<file path="config.mk">
export PLATFORM = sky130hd
export DESIGN_NAME = fu_issuer
export DESIGN_NICKNAME = d
export VERILOG_FILES = /design/src/rtl/fu_issuer_pkg.sv /design/src/rtl/fu_issuer.sv
export SDC_FILE = /design/constraint.sdc
export NUM_CORES = 1
export LEC_CHECK = 0
export CORE_ASPECT_RATIO = 0.75
export CORE_MARGIN = 10
export CORE_UTILIZATION = 43
export CTS_BUF_LIST = sky130_fd_sc_hd__clkbuf_4 sky130_fd_sc_hd__clkbuf_8
export DETAILED_ROUTE_END_ITERATION = 8
export GPL_TIMING_DRIVEN = 0
export PLACE_DENSITY_LB_ADDON = 0.12
export SLEW_MARGIN = 0
export SYNTH_ARGS = -nofsm -noshare
export SYNTH_HDL_FRONTEND = slang
export SYNTH_SLANG_ARGS = --single-unit
</file>
<file path="constraint.sdc">
create_clock -name clk -period 2.1 [get_ports clk]
set_input_delay 0.42 -clock clk [delete_from_list [all_inputs] [get_ports clk]]
set_output_delay 0.42 -clock clk [all_outputs]
set_load 0.01 [all_outputs]
</file>
<file path="src/rtl/fu_issuer_pkg.sv">
// -----------------------------------------------------------------------------
// fu_issuer_pkg
// Shared definitions for the functional-unit issuer:
//   - default operand/result width and opcode width
//   - default result latency and width of the latency counter
//   - NOP opcode value driven to the fu while no command is in flight
//   - FSM state encoding
// -----------------------------------------------------------------------------
package fu_issuer_pkg;

    localparam int DSIZE_DEF  = 16;
    localparam int OPSIZE_DEF = 5;
    localparam int LAT_DEF    = 1;
    localparam int CNT_W      = 4;   // holds LAT in 1..15
    localparam int NOP_OP     = 0;

    typedef enum logic [1:0] {
        ST_IDLE = 2'd0,
        ST_WAIT = 2'd1,
        ST_DONE = 2'd2
    } state_t;

endpackage : fu_issuer_pkg

</file>
<file path="src/rtl/fu_issuer.sv">
// -----------------------------------------------------------------------------
// fu_issuer
// Issues one command at a time to a fixed-latency functional unit (fu), waits
// LAT cycles, captures the fu result and holds it until the consumer takes it.
//
// Ports
//   clk, rst_n              clock, asynchronous active-low reset
//   cmd_valid/cmd_ready     command channel
//   cmd_a, cmd_b, cmd_op    command operands and opcode
//   fu_a, fu_b, fu_op       operands/opcode driven to the fu
//   fu_f                    fu result
//   res_valid/res_ready     result channel
//   res_data, res_op        captured result and the opcode that produced it
//   res_cnt                 count of consumed results (wraps 255 -> 0)
//   o_dbg_state             current FSM state, for observation only
//
// Handshake semantics (both channels): a transfer happens on a rising edge
// where valid and ready are both 1. The source holds its payload while valid
// is high and ready is low; ready may be low indefinitely. Here cmd_ready is
// high only in IDLE and res_valid is high only in DONE.
// -----------------------------------------------------------------------------
module fu_issuer
    import fu_issuer_pkg::*;
#(
    parameter int DSIZE  = DSIZE_DEF,
    parameter int OPSIZE = OPSIZE_DEF,
    parameter int LAT    = LAT_DEF
) (
    input  logic              clk,
    input  logic              rst_n,
    input  logic              cmd_valid,
    output logic              cmd_ready,
    input  logic [DSIZE-1:0]  cmd_a,
    input  logic [DSIZE-1:0]  cmd_b,
    input  logic [OPSIZE-1:0] cmd_op,
    output logic [DSIZE-1:0]  fu_a,
    output logic [DSIZE-1:0]  fu_b,
    output logic [OPSIZE-1:0] fu_op,
    input  logic [DSIZE-1:0]  fu_f,
    output logic              res_valid,
    input  logic              res_ready,
    output logic [DSIZE-1:0]  res_data,
    output logic [OPSIZE-1:0] res_op,
    output logic [7:0]        res_cnt,
    output logic [1:0]        o_dbg_state
);

    state_t             r_state,     w_state_nxt;
    logic [CNT_W-1:0]   r_cnt,       w_cnt_nxt;
    logic [DSIZE-1:0]   r_fu_a,      w_fu_a_nxt;
    logic [DSIZE-1:0]   r_fu_b,      w_fu_b_nxt;
    logic [OPSIZE-1:0]  r_fu_op,     w_fu_op_nxt;
    logic               r_res_valid, w_res_valid_nxt;
    logic [DSIZE-1:0]   r_res_data,  w_res_data_nxt;
    logic [OPSIZE-1:0]  r_res_op,    w_res_op_nxt;
    logic [7:0]         r_res_cnt,   w_res_cnt_nxt;

    // State register and registered outputs.
    always_ff @(posedge clk or negedge rst_n) begin
        if (!rst_n) begin
            r_state     <= ST_IDLE;
            r_cnt       <= '0;
            r_fu_a      <= '0;
            r_fu_b      <= '0;
            r_fu_op     <= '0;
            r_res_valid <= 1'b0;
            r_res_data  <= '0;
            r_res_op    <= '0;
            r_res_cnt   <= '0;
        end else begin
            r_state     <= w_state_nxt;
            r_cnt       <= w_cnt_nxt;
            r_fu_a      <= w_fu_a_nxt;
            r_fu_b      <= w_fu_b_nxt;
            r_fu_op     <= w_fu_op_nxt;
            r_res_valid <= w_res_valid_nxt;
            r_res_data  <= w_res_data_nxt;
            r_res_op    <= w_res_op_nxt;
            r_res_cnt   <= w_res_cnt_nxt;
        end
    end

    // Next-state and next-output logic.
    always_comb begin
        w_state_nxt     = r_state;
        w_cnt_nxt       = r_cnt;
        w_fu_a_nxt      = r_fu_a;
        w_fu_b_nxt      = r_fu_b;
        w_fu_op_nxt     = r_fu_op;
        w_res_valid_nxt = r_res_valid;
        w_res_data_nxt  = r_res_data;
        w_res_op_nxt    = r_res_op;
        w_res_cnt_nxt   = r_res_cnt;

        case (r_state)
            ST_IDLE: begin
                // cmd_ready is high in IDLE, so cmd_valid alone is a handshake.
                if (cmd_valid) begin
                    w_fu_a_nxt  = cmd_a;
                    w_fu_b_nxt  = cmd_b;
                    w_fu_op_nxt = cmd_op;
                    w_res_op_nxt = cmd_op;
                    w_cnt_nxt   = CNT_W'(LAT);
                    w_state_nxt = ST_WAIT;
                end
            end
            ST_WAIT: begin
                // Counter is loaded with LAT and sampled at zero, so the
                // capture edge lands LAT+1 edges after the handshake.
                if (r_cnt == '0) begin
                    w_res_data_nxt  = fu_f;
                    w_res_valid_nxt = 1'b1;
                    w_fu_op_nxt     = OPSIZE'(NOP_OP);
                    w_state_nxt     = ST_DONE;
                end else begin
                    w_cnt_nxt = r_cnt - 1'b1;
                end
            end
            ST_DONE: begin
                if (res_ready) begin
                    w_res_valid_nxt = 1'b0;
                    w_res_cnt_nxt   = r_res_cnt + 8'd1;
                    w_state_nxt     = ST_IDLE;
                end
            end
            default: begin
                w_state_nxt = ST_IDLE;
            end
        endcase
    end

    // cmd_ready is a pure decode of the state flop, so it is glitch-free and
    // already high on the first edge after reset release.
    assign cmd_ready   = (r_state == ST_IDLE);
    assign fu_a        = r_fu_a;
    assign fu_b        = r_fu_b;
    assign fu_op       = r_fu_op;
    assign res_valid   = r_res_valid;
    assign res_data    = r_res_data;
    assign res_op      = r_res_op;
    assign res_cnt     = r_res_cnt;
    assign o_dbg_state = r_state;

endmodule : fu_issuer

</file>
==> reports/metrics.csv, run 1 <==
stage;metric;value;unit
cts;h-tree-depth;3;
floorplanning;rows;25;
yosys;synthFlopType;dfrtp_1;
place;dp_hpwl;5.51;mm
job;cap_violations;0;
place;place_inst;396;
timing;clock_skew;0.00909;ns
route;num_vias;2000;
yosys;synth-warning-count;0;
global_routing;grt_overflow;0;
critical_path;required;1.68;ns
global_routing;grt_pass1_wl;11.3;mm
worst_hold_path;hp-class;input pin to async pin;
critical_path;path_buf_inv;2;
floorplanning;die_width;115;um
finish;final_cell_mix;clkdlybuf4s50_1 (125), dfrtp_1 (73), mux2_2 (43), clkbuf_8 (9), mux2_4 (8);
route;drt_iter0_drc;75;
timing;fin_ws;0.0970;ns
timing;maxSlewHeadroom;69.6;%
yosys;yosysTopAreaCell;dfrtp_1;
finish;final_net_count;387;
critical_path;critical_path_peak_fanout;10;
timing;fmax;499;MHz
pwr;leakage;1.95;nW
yosys;ys_seq_area_share;62.4;%
timing;rsz0062_at_grt;false;
cts;clock-root-buffer;clkbuf_8;
critical_path;critPathCaptureType;output pin;
place;place_ws;0.0794;ns
finish;antenna_cells;0;
route;drt-vias-per-instance;4.84;
pwr;p_total;0.00666;W
yosys;async_flop_share;100;%
cts;ctsResizeCount;0;
finish;area.growth.synth_to_final;54.4;%
finish;layout.cells.non_filler;413;
route;drc;0;
global_routing;grt_max_degree;61;
yosys;syn_inst;188;
finish;nFillCells;479;
timing;worst_pin_slew;0.456;ns
route;drt-wirelength-per-cell;17.3;um
timing;finalHoldViolations;0;
global_routing;grt_pass1_vias;2086;
cts;cts_tree;done;
critical_path;crit_family;buffers and inverters;
critical_path;cp.arrival;1.58;ns
yosys;synth_edf_count;0;
finish;stdcell_area;4520;um^2
route;first_pass_iters;4;
finish;final_common_cell;clkdlybuf4s50_1;
timing;min_period;2.00;ns
floorplanning;fp.dieArea;10500;um^2
yosys;synth_seq_cells;73;
timing;setup_viol;0;
floorplanning;die_h;91.5;um
cts;cts_max_path_buffers;2;
cts;clk_latency;0.35;ns
route;ant_nets;0;
pwr;p_per_area;1470;nW/um^2
yosys;synthTopCellsByArea;dfrtp_1 (62%), mux2_2 (17%), mux2_4 (4.1%), buf_6 (1.9%), mux2_1 (1.5%);
yosys;ys_types;28;
floorplanning;io_pins;127;
cts;cts_sinks;73;
yosys;syn-cell-area;2930;um^2
pwr;irDropWorstVdd;0.687;mV
yosys;syn_avg_cell_area;15.6;um^2
critical_path;start_kind;flip-flop;
critical_path;worstPathCellList;buf_2 -> nor2_1 -> clkdlybuf4s50_1;
place;place_congestion;0.760;
place;port_buffers;126;
cts;cts_made_buffers;9;
critical_path;critPathSlowestCell;clkdlybuf4s50_1;
cts;clk_pin_slew_worst_paths;0.08;ns
place;placed_area;4320;um^2
timing;drv_slew;0;
floorplanning;core;6440;um^2
global_routing;antenna_found_initial;0;
critical_path;crit_path_max_incr_delay;0.56;ns
finish;drive_above_1_share;24.4;%
critical_path;path_class;flip-flop to output pin;
yosys;synth.net_count;248;
status;status;finished, final reports clean;
timing;fin_crit_sh;95.4;%
route;drt_wl_total;7.14;mm
floorplanning;start_util;45.4;%
yosys;yosysTopAreaCellShare;62.4;%
global_routing;track_usage;13.7;%
-- cell usage after synthesis (2+ instances only) --
cell type / instances
dfrtp_1: 73
o21ai_0: 4
nor3_1: 3
nor3b_4: 2
nand2b_1: 3
xor2_1: 4
ha_1: 3
nand3_1: 5
xnor2_1: 4
nor2_1: 2
a22o_1: 5
buf_6: 5
mux2_1: 4
nand2_1: 5
mux2_4: 8
inv_1: 2
buf_2: 2
mux2_2: 43
a21oi_1: 2
-- per-layer routing --
metal	track usage [%]	wire length, um	vias up	part of all wire [%]
met5	0	0	-	0
li1	-	-	950	-
met3	7.17	789	8	11
met1	16.0	2940	962	41
met4	4.63	72	0	1.0
met2	21.1	3340	80	47
-- cells by family after synthesis --
family / share of synthesized area [%]
multiplexers: 22.2
XOR/XNOR: 2.39
AO/OA/AOI/OAI: 2.78
AND/OR/NAND/NOR: 6.45
flip-flops: 62.4
buffers and inverters: 2.52
adder cells (fa/ha/maj): 1.28
-- state kept, by name, summed over array words and instances, names as in the netlist --
name	flops
o_dbg_state	2
res_valid	1
res_data	16
fu_b	16
res_op	5
res_cnt	8
fu_op	5
fu_a	16
r_cnt	4
-- repair_timing --
action	in CTS	in global routing
setup buffers	0	0
endpoints found under the setup margin	0	0
endpoints found under the hold margin	13	0
hold buffers	1	0
-- layout make-up --
| class | count | area, um^2 | share of cell area (%) |
|---|---|---|---|
| plain buffers | 7 | 66.3 | 1.47 |
| multi-input cells | 106 | 1030 | 22.7 |
| inverters | 2 | 7.51 | 0.166 |
| well taps | 81 | 101 | 2.24 |
| repair buffers | 128 | 1300 | 28.7 |
| flip-flops and latches | 73 | 1830 | 40.4 |
| clock buffers | 9 | 124 | 2.74 |
| clock inverters | 7 | 71.3 | 1.58 |
-- stage by stage --
| step | utilization, % | hold slack (ns) | TNS, ns |
|---|---|---|---|
| after floorplan | - | 0.124 | 0 |
| after global placement | 66.6 | 0.459 | -139.68 |
| after detailed placement | 67.0 | 0.290 | 0 |
| after CTS | 70.2 | 0.454 | 0 |
| after global routing | 70.2 | 0.469 | 0 |
| final | 70.2 | 0.469 | 0 |
-- path summary, 6_finish.rpt --
path                                 from            to  slack [ns]  cells past startpoint
setup / recovery           o_dbg_state[0]     cmd_ready         0.1                      3
hold / removal                      rst_n       fu_b[9]        0.47                      2
setup reg to reg                 r_cnt[0]  res_data[13]        0.37                      6
hold reg to reg                res_cnt[7]    res_cnt[7]        0.47                      1
max in group asynchronous           rst_n      fu_a[11]        1.09                      3
min in group clk               res_cnt[7]    res_cnt[7]        0.47                      1
-- report_power, final --
| part | switching, W | internal (W) |
|---|---|---|
| Sequential | 0.000350 | 0.00206 |
| Combinational | 0.00120 | 0.00199 |
| Clock | 0.000519 | 0.000545 |
No activity file was read; power rests on OpenSTA's default activity.
==> run 2: changes to the inputs <==
- SKIP_CTS_REPAIR_TIMING: default -> 1
==> results of run 2 <==
The final DEF is identical to that of run 1; final timing and power are the same.
Among the figures that moved: via count of the first global-routing pass 2086 -> 2082; met2 usage 21.1% -> 21.0%
